$ cat src/rtl/matrix_dump.sv
// Drains a contiguous range of 4x4 matrices from data memory and streams them
// out one element at a time over a valid/ready handshake.
module matrix_dump #(
  parameter int ELEM_W = 16,
  parameter int ADDR_W = 7
) (
  input  logic                  clk,
  input  logic                  reset,
  input  logic                  start,
  input  logic [ADDR_W-1:0]     first_addr,
  input  logic [ADDR_W-1:0]     count,
  output logic                  busy,
  output logic                  done,
  output logic                  mem_rd,
  output logic [ADDR_W-1:0]     mem_addr,
  input  logic [16*ELEM_W-1:0]  mem_rdata,
  output logic                  out_valid,
  input  logic                  out_ready,
  output logic [ELEM_W-1:0]     out_data,
  output logic [ADDR_W-1:0]     out_addr,
  output logic [3:0]            out_index,
  output logic                  out_last
);

  typedef enum logic [2:0] {
    S_IDLE,
    S_READ,
    S_WAIT,
    S_SEND,
    S_DONE
  } state_t;

  state_t                r_state;
  state_t                w_nextState;
  logic [ADDR_W-1:0]     r_addrCnt;
  logic [ADDR_W-1:0]     r_remain;
  logic [16*ELEM_W-1:0]  r_hold;
  logic [3:0]            r_elemCnt;

  logic                  w_accept;
  logic                  w_lastElem;
  logic [3:0]            w_elemSel;

  assign w_accept   = (r_state == S_SEND) && out_ready;
  assign w_lastElem = (r_elemCnt == 4'd15);
  // Element 0 sits in the MSBs, so slot e is counted from the top of the word.
  assign w_elemSel  = 4'd15 - r_elemCnt;

  always_ff @(posedge clk) begin
    if (reset) begin
      r_state <= S_IDLE;
    end else begin
      r_state <= w_nextState;
    end
  end

  always_comb begin
    w_nextState = r_state;
    case (r_state)
      S_IDLE: begin
        if (start) begin
          w_nextState = (count != '0) ? S_READ : S_DONE;
        end
      end
      S_READ: w_nextState = S_WAIT;
      S_WAIT: w_nextState = S_SEND;
      S_SEND: begin
        if (w_accept && w_lastElem) begin
          w_nextState = (r_remain == ADDR_W'(1)) ? S_DONE : S_READ;
        end
      end
      S_DONE: w_nextState = S_IDLE;
      default: w_nextState = S_IDLE;
    endcase
  end

  // Address/remaining counters advance only when a matrix's final element is taken.
  always_ff @(posedge clk) begin
    if (reset) begin
      r_addrCnt <= '0;
      r_remain  <= '0;
      r_hold    <= '0;
      r_elemCnt <= '0;
    end else begin
      case (r_state)
        S_IDLE: begin
          if (start && (count != '0)) begin
            r_addrCnt <= first_addr;
            r_remain  <= count;
          end
        end
        S_WAIT: begin
          r_hold    <= mem_rdata;
          r_elemCnt <= '0;
        end
        S_SEND: begin
          if (w_accept) begin
            r_elemCnt <= r_elemCnt + 4'd1;
            if (w_lastElem) begin
              r_remain  <= r_remain - ADDR_W'(1);
              r_addrCnt <= r_addrCnt + ADDR_W'(1);
            end
          end
        end
        default: begin
        end
      endcase
    end
  end

  assign busy      = (r_state != S_IDLE);
  assign done      = (r_state == S_DONE);
  assign mem_rd    = (r_state == S_READ);
  assign mem_addr  = mem_rd ? r_addrCnt : '0;
  assign out_valid = (r_state == S_SEND);
  assign out_data  = r_hold[w_elemSel*ELEM_W +: ELEM_W];
  assign out_addr  = r_addrCnt;
  assign out_index = r_elemCnt;
  assign out_last  = (r_state == S_SEND) && (r_remain == ADDR_W'(1)) && w_lastElem;

endmodule

$ cat config.mk
export PLATFORM = sky130hd
export DESIGN_NAME = matrix_dump
export DESIGN_NICKNAME = d
export VERILOG_FILES = /design/src/rtl/matrix_dump.sv
export SDC_FILE = /design/constraint.sdc
export NUM_CORES = 1
export LEC_CHECK = 0
export BUFFER_PORTS_ARGS = -buffer_cell sky130_fd_sc_hd__buf_2
export CORE_MARGIN = 1.5
export CORE_UTILIZATION = 50
export CTS_CLUSTER_SIZE = 24
export DETAILED_ROUTE_END_ITERATION = 10
export HOLD_SLACK_MARGIN = 0.12
export PLACE_DENSITY_LB_ADDON = 0.25
export SETUP_SLACK_MARGIN = 0.05
export SYNTH_ARGS = -nofsm -noshare
export SYNTH_HDL_FRONTEND = slang
export SYNTH_SLANG_ARGS = --single-unit
$ cat constraint.sdc
create_clock -name clk -period 2.4 [get_ports clk]
set_input_delay 0.24 -clock clk [delete_from_list [all_inputs] [get_ports clk]]
set_output_delay 0.24 -clock clk [all_outputs]
set_load 0.02 [all_outputs]
# Yosys cells after proc, flatten, opt, wreduce, memory -nomap -nowiden
# Cells that the tools add are included.
[word_totals]
ff_bits = 277
in_bits = 274
out_inout_bits = 39
word_cells = 50
[classes]
n_addsub = 4
eq_ne = 11
shifts = 1
muxes = 16
n_reduce_logical = 13
[op_table]
columns = ["operator", "count"]
rows = [
  ["$shiftx 256x9->16", 1],
  ["$mux 7", 7],
  ["$pmux 7 s2", 2],
  ["$mux 3", 4],
  ["$pmux 3 s4", 1],
  ["$pmux 4 s2", 1],
  ["$add 7x1->7 const B", 1],
  ["$eq 7x1->1 const B", 1],
  ["$reduce_bool 7->1", 1],
  ["$sub 7x1->7 const B", 1],
  ["$eq 3x2->1 const B", 2],
  ["$ne 2x1->1 const B", 3],
  ["$logic_and 1x1->1", 5],
  ["$add 4x1->4 const B", 1],
  ["$eq 4x4->1 const B", 1],
  ["$mux 4", 1],
  ["$ne 2x2->1 const B", 2],
  ["$reduce_and 2->1", 2],
  ["$reduce_and 4->1", 1],
  ["$reduce_bool 2->1", 2],
  ["$sub 4x4->4 const A", 1],
  ["$eq 3x1->1 const B", 1],
  ["$eq 3x3->1 const B", 1],
  ["$logic_not 3->1", 1],
  ["$reduce_bool 3->1", 1],
]

# Longest topological paths before layout
# Gate-level depths: netlist of the first run.
[depth]
word_depth = 5
mapped_depth = 8
ltp_nobuf = 6

# Least setup slack after synthesis of the first run
# No wires, ideal clock.
[synth_path]
kind = "register to output"
from = "register r_elemCnt[2] (netlist: out_index[2])"
to = "output port out_data[0]"
t_arrival_ns = 1.813
t_required_ns = 2.160
slack_ns = 0.347
path_stages_with_launch = 7
path_buffers = 2
path_cell_list = "dfxtp_1 > buf_2 > buf_4 > mux4_2 > nor2b_1 > a211oi_1 > a21oi_1"
[synth_between]
elab_chain_len = 2
[synth_rtl]
columns = ["element", "line_no", "text"]
rows = [
  ["start, declared", "38", "logic [3:0] r_elemCnt;"],
  ["start signal, assigned", "98", "r_elemCnt <= r_elemCnt + 4'd1;"],
  ["$sub 4x4->4", "47", "assign w_elemSel = 4'd15 - r_elemCnt;"],
  ["$shiftx 256x9->16", "116", "assign out_data = r_hold[w_elemSel*ELEM_W +: ELEM_W];"],
  ["end, declared", "19", "output logic [ELEM_W-1:0] out_data,"],
]
# No other way between the ends.

# Final worst setup path of the first run
[layout_path]
from = "register r_elemCnt[2] (netlist: out_index[2])"
to = "output port out_data[4]"
# The elaborated chain is that of the path after synthesis.

==> results of run 1 <==
## cell type report
class / instances / area share
Multi-Input combinational cell: 1032 / 0.3426
Sequential cell: 277 / 0.3017
Timing Repair Buffer: 648 / 0.2744
Clock buffer: 43 / 0.04886
Tap cell: 324 / 0.02199
Clock inverter: 12 / 0.008687
Inverter: 8 / 0.001629
Antenna cell: 1 / 0.0001357
## registers in the layout, summed over array words and instances (netlist names)
name	cells
out_addr	7
out_index	4
r_state	3
r_hold	256
r_remain	7
## per-layer routing
metal | global-route usage | share of wire | up-vias
li1 | - | - | 6013
met1 | 0.4053 | 0.37 | 6242
met2 | 0.6300 | 0.50 | 777
met3 | 0.06252 | 0.080 | 193
met4 | 0.1908 | 0.057 | 0
met5 | 0 | 0 | -
## Yosys cell counts, types with 4 or more instances
library cell / n
a211oi_1: 16
a21oi_1: 288
a21oi_2: 5
and2_1: 8
buf_2: 56
buf_4: 7
buf_6: 4
clkbuf_1: 53
dfxtp_1: 277
ha_1: 4
inv_1: 6
mux2i_1: 17
mux4_2: 64
nand2_1: 531
nand3_1: 8
nor2_1: 9
nor2b_1: 16
nor3_1: 8
o32ai_2: 9
or3_1: 4
## what timing repair did
action,CTS,global route
hold endpoints to repair,270,0
resized for setup,51,29
gates cloned,1,2
setup endpoints to repair,17,17
hold buffers,270,0
buffers inserted,14,5
pin swaps,16,11
## final timing paths
check	slack (ns)	cells after the start	end	start
max	-0.21	6	out_data[4]	out_index[2]
min	0.15	4	out_addr[4]	first_addr[4]
max reg2reg	0.41	5	r_hold[115]	r_state[1]
min reg2reg	0.45	2	r_hold[86]	r_hold[86]
## critical path, delay by kind of cell (launching register included)
kind                   cells  cell delay, ns
AOI/OAI and AO/OA          2            0.40
buffers and inverters      2            0.32
DFF                        1            0.43
muxes                      1            0.51
and+or+nand+nor            1            0.18
## stage by stage
stage / utilization / hold slack (ns) / cell area (µm²) / setup slack (ns) / power, mW
floorplan: - / 0.3760 / 12250 / 0.3473 / 7.459
global placement: 0.5844 / 0.4386 / 14130 / 0.1902 / 8.374
detailed placement: 0.5844 / 0.4449 / 14130 / 0.1411 / 8.441
CTS: 0.7546 / 0.1359 / 18250 / -0.1744 / 13.69
global route: 0.7625 / 0.1553 / 18430 / -0.2479 / 14.40
finish: 0.7626 / 0.1527 / 18440 / -0.2084 / 13.89
## cell families (layout without fill, tap and decap cells)
group / Yosys count / count (layout) / share of synthesized area
flip-flops: 277 / 277 / 0.4526
AND/OR/NAND/NOR: 605 / 605 / 0.2009
multiplexers: 81 / 81 / 0.1315
other: 0 / 1 / 0
XOR/XNOR: 2 / 2 / 0.001430
AO/OA/AOI/OAI: 340 / 340 / 0.1594
buffers and inverters: 130 / 711 / 0.05014
adder cells (fa/ha/maj): 4 / 4 / 0.004085
## report_power, final
| group | internal (mW) | total, mW | switching (mW) |
|---|---|---|---|
| Combinational | 1.48 | 3.39 | 1.91 |
| Sequential | 5.17 | 5.59 | 0.417 |
| Clock | 3.02 | 4.90 | 1.88 |
==> metrics.csv, run 1 <==
stage,metric,value,unit
final_layout,fin nets,2275,
clocking,Worst-Skew Late Latency,0.55,ns
global_routing,total gr overflow,0,
detailed_routing,Routed WL per cell,19.84,µm
timing,setup TNS,-2.562,ns
detailed_routing,final WL,46.53,mm
timing,Slew HR,0.5719,
global_routing,global-route usage over all layers,0.3545,
detailed_routing,Vias,13230,
critical_path,Critical Path End Type,output port,
detailed_routing,DRT Pass-1 Iters,6,
final_layout,fraction of layout instances using a drive strength above 1,0.2762,
clocking,Max clock buf depth,3,
floorplanning,total die area,0.02545,mm²
global_routing,vias in the first global route,13490,
synth,asr flop ratio synth,0,
placed_design,Placed Cells,1998,
floorplanning,FP Rows,57,
synth,Synthesized Nets,1717,
global_routing,initial antenna violation count,0,
synth,yosys warns,0,
final_layout,Register Area,0.005562,mm²
timing,Peak Freq,0.3834,GHz
critical_path,"critical path fanouts, max",6,
placed_design,I/O Buffers,312,
final_layout,most frequent cells in the layout,"nand2_1, buf_2, a21oi_1",
floorplanning,Core Region,0.02418,mm²
job,max cap viols,0,
clocking,CTS H-tree depth,1,
critical_path,Worst Path Required,2.16,ns
synth,Post-Syn Instances,1439,
timing,Worst Tran Pin Value,0.6421,ns
timing,Fin. Hold Viols,0,
clocking,clk root buf,clkbuf_16,
timing,final setup margin,-0.2084,ns
placed_design,Final HPWL DP,27.73,mm
final_layout,P&R area growth vs syn,50.46,%
synth,post-synth top area cell,dfxtp_1,
detailed_routing,DR DRC count,0,
synth,number of synthesized register bits,277,
placed_design,RD Place Congestion,0.9354,
final_layout,fill count,1551,
critical_path,worst setup path category,reg2out,
timing,Max Slew Vio Count,0,
floorplanning,io pins,313,
clocking,CTS tree,done,
final_layout,"commonest non-fill, non-tap cell in the layout",nand2_1,
final_layout,multi-input combinational cell area,0.006316,mm²
worst_hold_path,worst min path class,in2reg,
detailed_routing,vias per cell,5.640,
synth,cell area after technology mapping,0.01225,mm²
clocking,clk sink count,277,
synth,dominant synthesized flop cell,dfxtp_1,
detailed_routing,initial drt markers,1530,
synth,Yosys cell types,55,
timing,setup violators final,16,
clocking,Num CTS Buffers,30,
floorplanning,Die H,159.5,µm
synth,register area share after synthesis,0.4526,
detailed_routing,Routed Antenna Nets,0,
global_routing,first-pass GRT wire length,71.33,mm
clocking,clk slew on worst S/H paths,0.06,ns
status,failing checks,negative setup slack,
critical_path,nature of the critical path startpoint,flip-flop,
critical_path,CP Cell Sequence,buf_12 > mux4_2 > nor2b_1 > a211oi_4 > a21oi_2 > buf_6,
synth,synth top area cells,"dfxtp_1, nand2_1, a21oi_1, mux4_2, buf_2",
timing,fin crit share,1.087,
synth,post-synth top area share,0.4526,
timing,Setup Skew,0.009843,ns
global_routing,largest net degree at the start of global routing,86,
floorplanning,Die X,159.5,µm
timing,crit path time final,2.608,ns
floorplanning,Initial Util,0.5068,
power_and_ir_drop,Pwr Density,753.2,mW/mm²
critical_path,Critical Path Slowest Stage Cell,mux4_2,
critical_path,CP arrival,2.37,ns
synth,number of enable flip-flop cells after synthesis,0,
power_and_ir_drop,Leakage Power,7.186,nW
critical_path,critical path's largest stage delay,0.51,ns
power_and_ir_drop,VDD IR max,0.0004940,V
final_layout,Post-Layout Cell Count,2345,
status,status,"complete, but fails checks",
timing,RSZ-0062 raised after global routing,yes,
synth,syn avg cell area,8.515,µm²
Power figures use the tool's default switching activity.
==> run 2: changes to the inputs <==
GPL_TIMING_DRIVEN = 0   (was not set)
==> run 2 against run 1 <==
Compared with the run above:
- the run still ends with negative setup slack left
- via count rose by 5.1%
- core utilization rose by 1.0 points
- combinational power rose by 9.7%
- critical path depth fell by 1
- clock-buffer cell count rose by 2
- total power fell by 0.34%
- critical path type unchanged
- highest routed layer unchanged
==> metrics.csv, run 2 (synthesis gave the netlist of run 1 again) <==
stage,metric,value,unit
detailed_routing,Routed Antenna Nets,0,
final_layout,max FFs per register,256,
worst_hold_path,Hold Crit Depth,4,
timing,final setup margin,-0.3400,ns
timing,Fin. Hold Viols,0,
worst_hold_path,worst min path class,in2reg,
critical_path,Critical Path Slowest Stage Cell,clkbuf_1,
power_and_ir_drop,VDD IR max,0.0005034,V
final_layout,multi-input combinational cell area,0.006387,mm²
final_layout,P&R area growth vs syn,52.46,%
global_routing,first-pass GRT wire length,76.70,mm
critical_path,critical path startpoint,out_index[1],
global_routing,initial antenna violation count,0,
detailed_routing,DR DRC count,0,
status,failing checks,negative setup slack,
placed_design,post-place setup slack,-0.5411,ns
timing,crit path time final,2.740,ns
critical_path,CP Cell Sequence,clkbuf_1 > nor2b_1 > a211oi_4 > a21oi_2 > buf_6,
critical_path,Worst R2R Path Depth,8,
timing,RSZ-0062 raised after global routing,yes,
detailed_routing,final WL,50.78,mm
floorplanning,total die area,0.02545,mm²
clocking,clk sink count,277,
timing,Slew HR,0.3839,
detailed_routing,DRT Pass-1 Iters,7,
status,status,"complete, but fails checks",
critical_path,worst setup path category,reg2out,
floorplanning,FP Rows,57,
floorplanning,Initial Util,0.5068,
clocking,Num CTS Buffers,29,
clocking,clk root buf,clkbuf_16,
clocking,Max clock buf depth,3,
timing,Peak Freq,0.3650,GHz
critical_path,nature of the critical path startpoint,flip-flop,
critical_path,worst r2r src,r_state[1],
final_layout,"commonest non-fill, non-tap cell in the layout",nand2_1,
final_layout,Antenna Cells,0,
final_layout,most frequent cells in the layout,"nand2_1, buf_2, a21oi_1",
timing,setup violators final,16,
placed_design,RD Place Congestion,0.9025,
global_routing,total gr overflow,0,
critical_path,Worst R2R Setup Slack,0.25,ns
final_layout,fill count,1577,
final_layout,Register Area,0.005553,mm²
placed_design,Final HPWL DP,31.29,mm
timing,Worst Tran Pin Value,0.9242,ns
floorplanning,Die H,159.5,µm
clocking,Worst-Skew Late Latency,0.55,ns
worst_hold_path,worst hold endpoint,out_addr[4],
detailed_routing,Routed WL per cell,21.03,µm
global_routing,global-route usage over all layers,0.3892,
power_and_ir_drop,Pwr Density,740.8,mW/mm²
floorplanning,Die X,159.5,µm
critical_path,worst r2r dst,r_hold[44],
final_layout,fin nets,2347,
critical_path,critical path's largest stage delay,0.72,ns
final_layout,Post-Layout Cell Count,2415,
job,max cap viols,0,
final_layout,fraction of layout instances using a drive strength above 1,0.2788,
timing,Max Slew Vio Count,0,
critical_path,"critical path fanouts, max",10,
detailed_routing,Vias,13910,
clocking,clk slew on worst S/H paths,0.07,ns
detailed_routing,vias per cell,5.758,
global_routing,vias in the first global route,14050,
floorplanning,io pins,313,
global_routing,largest net degree at the start of global routing,15,
critical_path,Worst Path Required,2.16,ns
critical_path,Critical Path End Type,output port,
clocking,CTS tree,done,
critical_path,CP arrival,2.50,ns
timing,setup TNS,-4.320,ns
placed_design,Placed Cells,2074,
placed_design,I/O Buffers,311,
final_layout,Reg with most FFs,r_hold,
power_and_ir_drop,Leakage Power,7.280,nW
timing,fin crit share,1.142,
clocking,CTS H-tree depth,1,
timing,Setup Skew,0.007704,ns
floorplanning,Core Region,0.02418,mm²
detailed_routing,initial drt markers,1430,
worst_hold_path,hold_sp,first_addr[4],
[run 2: cell types whose count changed in the layout (fill, tap and decap cells not counted), moves of 4 or more]
cell	previous run	this run
buf_4	50	17
buf_6	11	19
a211oi_4	3	10
nor2b_4	4	8
a21oi_1	281	277
clkinv_2	8	2
a211oi_2	13	5
clkbuf_2	0	4
a21oi_2	11	16
buf_2	297	346
clkbuf_1	4	55
nor2b_1	12	7
[run 2: power by group]
group,internal (mW),switching [mW]
Combinational,1.53,2.19
Clock,2.69,1.91
Sequential,5.17,0.342
Total,9.40,4.44
[run 2: how the worst max path moves through the flow]
stage	to	slack, ns	depth (start not counted)
after detailed placement	out_data[9]	-0.54	7
after global placement	out_data[9]	-0.54	7
after CTS	out_data[6]	-0.28	7
after floorplan	out_data[0]	0.35	6
after global routing	out_data[6]	-0.35	7
final	out_data[9]	-0.34	5
[run 2: cell type report]
| class | count | share of cell area |
|---|---|---|
| Multi-Input combinational cell | 1032 | 0.3419 |
| Clock buffer | 45 | 0.04635 |
| Tap cell | 324 | 0.02170 |
| Buffer | 122 | 0.03985 |
| Timing Repair Buffer | 599 | 0.2457 |
| Sequential cell | 277 | 0.2973 |
| Inverter | 8 | 0.001608 |
| Clock inverter | 8 | 0.005559 |
[run 2: through the flow]
| step | total power [mW] | cell area (µm²) | hold slack (ns) | utilization |
|---|---|---|---|---|
| floorplan | 7.459 | 12250 | 0.3760 | - |
| global placement | 8.520 | 14210 | 0.4386 | 0.5880 |
| detailed placement | 8.609 | 14210 | 0.4452 | 0.5880 |
| CTS | 13.57 | 18500 | 0.1247 | 0.7651 |
| global route | 14.30 | 18680 | 0.1609 | 0.7727 |
| finish | 13.84 | 18680 | 0.1406 | 0.7727 |
[run 2: timing repair]
action | in CTS | in global routing
gates resized for setup | 115 | 31
gates cloned | 2 | 1
setup buffers | 13 | 2
setup endpoints to repair | 24 | 148
endpoints found under the hold margin | 270 | 0
pin swaps | 15 | 7
hold buffers | 270 | 0
[run 2: layer usage]
metal / part of all wire / vias to the layer above / GRT usage
met3: 0.10 / 203 / 0.06590
met5: 0 / - / 0
met4: 0.055 / 0 / 0.1934
met1: 0.35 / 6537 / 0.4671
li1: - / 6160 / -
met2: 0.49 / 1005 / 0.6753
[run 2: worst max-delay path, delay by kind of cell (launching register included)]
family / cells / cell delay [ns]
DFF: 1 / 0.44
buffers and inverters: 2 / 0.90
and+or+nand+nor: 1 / 0.19
AOI/OAI and AO/OA: 2 / 0.42
